==> config.mk <==
export PLATFORM = sky130hd
export DESIGN_NAME = mem_port_arbiter
export DESIGN_NICKNAME = d
export VERILOG_FILES = /design/src/rtl/mem_port_arbiter.sv
export SDC_FILE = /design/constraint.sdc
export NUM_CORES = 1
export LEC_CHECK = 0
export CORE_MARGIN = 2
export CORE_UTILIZATION = 25
export CTS_CLUSTER_DIAMETER = 30
export DETAILED_ROUTE_END_ITERATION = 10
export PLACE_DENSITY = 0.67
export SYNTH_ARGS = -nofsm -noshare
export SYNTH_HDL_FRONTEND = slang
export SYNTH_SLANG_ARGS = --single-unit
==> constraint.sdc <==
create_clock -name clk -period 2.05 [get_ports clk]
set_input_delay 0.5125 -clock clk [delete_from_list [all_inputs] [get_ports clk]]
set_output_delay 0.5125 -clock clk [all_outputs]
set_load 0.05 [all_outputs]
==> src/rtl/mem_port_arbiter.sv <==
// mem_port_arbiter: shares one memory port between instruction fetch and data access with a bounded data-priority streak
module mem_port_arbiter #(
    parameter int unsigned MAX_DATA_STREAK = 4
) (
    input  logic        clk,
    input  logic        rst,
    input  logic        inst_read,
    input  logic [31:0] inst_addr,
    output logic        inst_resp,
    output logic [31:0] inst_rdata,
    input  logic        data_read,
    input  logic        data_write,
    input  logic [3:0]  data_mbe,
    input  logic [31:0] data_addr,
    input  logic [31:0] data_wdata,
    output logic        data_resp,
    output logic [31:0] data_rdata,
    output logic        mem_read,
    output logic        mem_write,
    output logic [3:0]  mem_mbe,
    output logic [31:0] mem_addr,
    output logic [31:0] mem_wdata,
    input  logic        mem_resp,
    input  logic [31:0] mem_rdata
);
    typedef enum logic [1:0] {IDLE, INST, DATA} state_t;
    state_t state, state_next;
    logic [3:0] streak;
    logic data_req, starving;
    always_comb begin
        data_req = data_read | data_write;
        starving = inst_read & (streak == 4'(MAX_DATA_STREAK));
    end
    always_ff @(posedge clk or negedge rst) begin
        if (!rst) begin
            state     <= IDLE;
            streak    <= '0;
            mem_read  <= 1'b0;
            mem_write <= 1'b0;
            mem_mbe   <= '0;
            mem_addr  <= '0;
            mem_wdata <= '0;
        end else begin
            state <= state_next;
            if (state == IDLE && state_next == INST) begin
                streak    <= '0;
                mem_read  <= 1'b1;
                mem_write <= 1'b0;
                mem_mbe   <= 4'b1111;
                mem_addr  <= inst_addr;
            end
            if (state == IDLE && state_next == DATA) begin
                if (inst_read && streak != 4'(MAX_DATA_STREAK))
                    streak <= streak + 4'd1;
                mem_read  <= ~data_write;
                mem_write <= data_write;
                mem_mbe   <= data_write ? data_mbe : 4'b1111;
                mem_addr  <= data_addr;
                mem_wdata <= data_wdata;
            end
            if (state != IDLE && mem_resp) begin
                mem_read  <= 1'b0;
                mem_write <= 1'b0;
            end
        end
    end
    always_comb begin
        state_next = state;
        if (state == IDLE)
            state_next = (data_req && !starving) ? DATA : inst_read ? INST : data_req ? DATA : IDLE;
        else if (mem_resp)
            state_next = IDLE;
    end
    always_comb begin
        inst_resp  = mem_resp & (state == INST);
        data_resp  = mem_resp & (state == DATA);
        inst_rdata = mem_rdata;
        data_rdata = mem_rdata;
    end
endmodule

* After elaboration in Yosys (flattened, before gate mapping)
Index checks and enable logic that the tools add are counted.
Storage, ports and cells: bits in registers 76, bits of input ports 138, output and inout bits 136, word-level logic and storage cells 48
Operators by class: $add $sub $neg 1, equality and inequality tests 6, multiplexer cells 19, bitwise gates (word level) 5, reduce and logical (&&, ||, !) cells 10
Operators by type and width (number):
- $mux W32 | 2
- $mux W4 | 6
- $mux W2 | 5
- $mux W1 | 6
- $logic_and A1 B1 Y1 | 5
- $add A4 B1 Y4 const B | 1
- $eq A2 B1 Y1 const B | 2
- $eq A2 B2 Y1 const B | 2
- $eq A4 B3 Y1 const B | 1
- $ne A4 B3 Y1 const B | 1
- $reduce_bool A2 Y1 | 2
- $and A1 B1 Y1 | 3
- $reduce_bool A3 Y1 | 1
- $logic_not A2 Y1 | 1
- $logic_not A1 Y1 | 1
- $not A1 Y1 | 1
- $or A1 B1 Y1 | 1

* Depth between registers and ports, before layout
depth after elaboration 11, mapped depth 7, gate-level depth less buffers 5

* Worst setup path after synthesis
OpenSTA, ideal clock, no wires.
path type input -> output, start input mem_resp, end output inst_resp, data arrival time 1.643 ns, data required time 1.537 ns, path slack -0.105 ns, cell stages on the path 2, buffers on the path 0, path through inv_1 -> nor3_1
Between the ends: cells in the longest elaborated chain, start to end 1
Ends and longest elaborated chain:
- start, declared | line 23 | input logic mem_resp,
- $and A1 B1 Y1 | line 75 | inst_resp = mem_resp & (state == INST);
- end, declared | line 9 | output logic inst_resp,
No other way between the ends.

* Worst setup path in the final report
start register mem_addr[15], end output mem_addr[15]
RTL lines:
- start, declared | line 21 | output logic [31:0] mem_addr,
- start signal, assigned | line 50 | mem_addr <= inst_addr;
- start signal, assigned | line 58 | mem_addr <= data_addr;
No word-level cell between the ends.

==> impl_metrics.env <==
export IMPL_critical_path_n_buffers_inverters=1
export IMPL_vdd_drop_max_v=0.00113
export IMPL_floorplan_die_width_um=128
export IMPL_synthArstFlopShare=1.00
export IMPL_worstPathArrival_ps=1500
export IMPL_grt_usage=0.147
export IMPL_cts_max_level=3
export IMPL_worstMarginPinSlew_ps=701
export IMPL_yosysUniqueCellTypes=38
export IMPL_clock_skews_ps=5.91
export IMPL_diodes=0
export IMPL_design_die_area_sq_mm=0.0164
export IMPL_crit_path_end_kind="output pin"
export IMPL_post_synth_cell_area_avg_sq_um=10.4
export IMPL_cp_slowest_stage_delay_ps=810
export IMPL_grt_start_max_net_pins=62
export IMPL_outcome="complete, no violations"
export IMPL_ordered_cell_list_for_the_critical_path="clkdlybuf4s50_1"
export IMPL_port_buffers=177
export IMPL_timing_critical_path_fanout_max=2
export IMPL_synthesis_yosys_warnings=0
export IMPL_wl_met3_um=1410
export IMPL_drv_max_cap_violation_count=0
export IMPL_met2_wirelength_um=6500
export IMPL_maximum_frequency_from_static_timing_analysis_ghz=0.496
export IMPL_synth_xor_area_frac=0
export IMPL_power_leakage_nw=2.58
export IMPL_std_cell_rows=45
export IMPL_initial_core_utilization=0.255
export IMPL_cts_root_buf="clkbuf_16"
export IMPL_clk_transition_reported_paths_ps=60
export IMPL_die_height_um=128
export IMPL_finalSetupViolations=0
export IMPL_layout_worst_path_cycle_share=0.983
export IMPL_tritoncts_num_buffers=9
export IMPL_ioPinCount=274
export IMPL_drc=0
export IMPL_antenna_violating_nets_left=0
export IMPL_yosys_most_used_dff="dfrtp_1"
export IMPL_grt_pass1_vias=3466
export IMPL_grt_antenna_before_repair=0
export IMPL_cts_sink_count=76
export IMPL_synth_top_family_by_area="buffers and inverters"
export IMPL_synth_sequential_area_ratio=0.493
export IMPL_num_vias=3250
export IMPL_cpLargestDelayFamily="buffers and inverters"
export IMPL_mostFrequentLayoutCells="123 x clkdlybuf4s50_1, 76 x dfrtp_1, 60 x nor2_1, 31 x mux2_2, 30 x buf_4"
export IMPL_total_power_w=0.0106
export IMPL_highest_layer="met4"
export IMPL_routabilityCongestion=0.754
export IMPL_synth_cells=372
export IMPL_vias_per_cell=4.76
export IMPL_nFillCells=1486
export IMPL_cts_tree="yes"
export IMPL_synth_edf_count=0
export IMPL_cts_hold_buf=0
export IMPL_place_hpwl_um=9310
export IMPL_period_needed_ps=2010
export IMPL_clk_insertion_delay_late_ps=340
export IMPL_critical_path_data_required_time_ps=1540
export IMPL_power_per_cell_area_mw_per_mm2=1810
export IMPL_cpMaxStageDelayCell="clkdlybuf4s50_1"
export IMPL_drt_initial_drc_count=129
export IMPL_synth_ff_latch_count=76
export IMPL_mostFrequentLayoutCell="clkdlybuf4s50_1"
export IMPL_post_route_cells_drive_above_1_share=0.198
export IMPL_m1WireLength_um=4420
export IMPL_hold_path_class="primary input to asynchronous set/reset pin"
export IMPL_mappedNetlistNets=512
export IMPL_synth_top_area_share=0.493
export IMPL_design_core_area_sq_mm=0.0151
export IMPL_synth_top_cell_by_area="dfrtp_1"
export IMPL_grt_pass1_wl_um=18500
export IMPL_flow_area_growth_from_synthesis_pct=51.9
export IMPL_finalMaxSlewViolations=0
export IMPL_clk_path_buf_depth=2
export IMPL_synth_area_sq_mm=0.00385
export IMPL_post_synth_main_area_contributors="dfrtp_1 49%, buf_4 12%, mux2_2 9.1%, a221oi_1 6.6%, nor2_1 6.0%"
export IMPL_final_hold_viol_count=0
export IMPL_worst_slew_margin_rel=0.532
export IMPL_startpoint_type="register"
export IMPL_num_nets_final=630
export IMPL_path_class="register to output pin"
export IMPL_yosys_mux_area_fraction=0.0961
export IMPL_drt_total_wl_um=12600
export IMPL_post_drt_wl_per_cell_um=18.4
export IMPL_firstDrtPassIters=4
export IMPL_synth_simple_area_share=0.105
export IMPL_compound_gate_portion_of_the_synthesized_area=0.145
export IMPL_gr_total_overflow=0
export IMPL_area_share_of_fa_ha_maj_cells_after_synthesis=0.00649
export IMPL_final_core_utilization=0.387
-- flip-flops by register name, indices dropped and copies added, names as in the netlist --
name / count
mem_addr: 32
mem_wdata: 32
mem_mbe: 4
streak: 4
state: 2
mem_read: 1
mem_write: 1
-- through the flow --
step / hold WS [ps] / setup WS (ps) / instances / setup TNS (ps) / area, sq um
2_1_floorplan: 217 / 226 / 372 / 0 / 3860
3_3_place_gp: 470 / -427 / 664 / -20120 / 5430
3_5_place_dp: 480 / -610 / 664 / -25420 / 5430
4_1_cts: 140 / 0.767 / 680 / 0 / 5730
5_1_grt: 167 / -0.652 / 683 / -0.652 / 5860
6_report: 136 / 35.7 / 683 / 0 / 5860
-- power breakdown --
group	internal, W	leakage [nW]	switching, W
Sequential	0.00225	0.872	0.000430
Combinational	0.00225	1.56	0.00404
Clock	0.000980	0.146	0.000632
Total	0.00548	2.58	0.00510
-- path summary, 6_finish.rpt --
check,from,endpoint,depth (start not counted),slack (ps)
setup / recovery,mem_addr[15]$_DFFE_PN0P_,mem_addr[15],1,40
hold / removal,rst,mem_wdata[21]$_DFFE_PN0P_,1,140
setup reg to reg,streak[1]$_DFF_PN0_,mem_wdata[6]$_DFFE_PN0P_,8,100
hold reg to reg,mem_mbe[3]$_DFFE_PN0P_,mem_mbe[3]$_DFFE_PN0P_,1,490
max in group asynchronous,rst,mem_addr[31]$_DFFE_PN0P_,2,1310
min in group clk,mem_mbe[3]$_DFFE_PN0P_,mem_mbe[3]$_DFFE_PN0P_,1,490
-- timing repair --
| action | CTS | global route |
|---|---|---|
| buffers inserted | 0 | 1 |
| cloned | 0 | 2 |
| pin swaps | 0 | 1 |
| setup endpoints to repair | 34 | 60 |
| gates resized for setup | 6 | 29 |
-- synthesized netlist by cell type (2+ instances only) --
cell,number
a21o_1,2
a21oi_1,29
a221oi_1,29
buf_2,7
buf_4,64
clkbuf_1,15
dfrtp_1,76
ha_1,2
inv_1,4
mux2_2,31
nand2_1,8
nand3_1,3
nand3b_1,2
nor2_1,62
nor3_1,2
o21ai_0,8
o221ai_1,3
o22a_1,4
or2_2,2
-- final cells by class --
type                            count  area [sq um]  share of cell area
Multi-Input combinational cell    204          1380               0.235
Clock buffer                       11           243              0.0414
Tap cell                          188           235              0.0402
Clock inverter                      5          60.1              0.0103
Timing Repair Buffer              195          2030               0.346
Inverter                            4          15.0             0.00256
Sequential cell                    76          1900               0.325
-- cell families (layout without fill, tap and decap cells) --
logic type      Yosys count  in the layout
mux                      33             33
flops                    76             76
simple gates             89             89
compound gates           80             80
fa+ha+maj                 2              2
buf+inv                  92            215
-- metal layers --
layer / global-route usage / up-vias
li1: - / 1484
met2: 0.266 / 206
met3: 0.0664 / 16
met1: 0.148 / 1544
met4: 0.0562 / 0
met5: 0 / -
(Power assumes the default switching activity.)
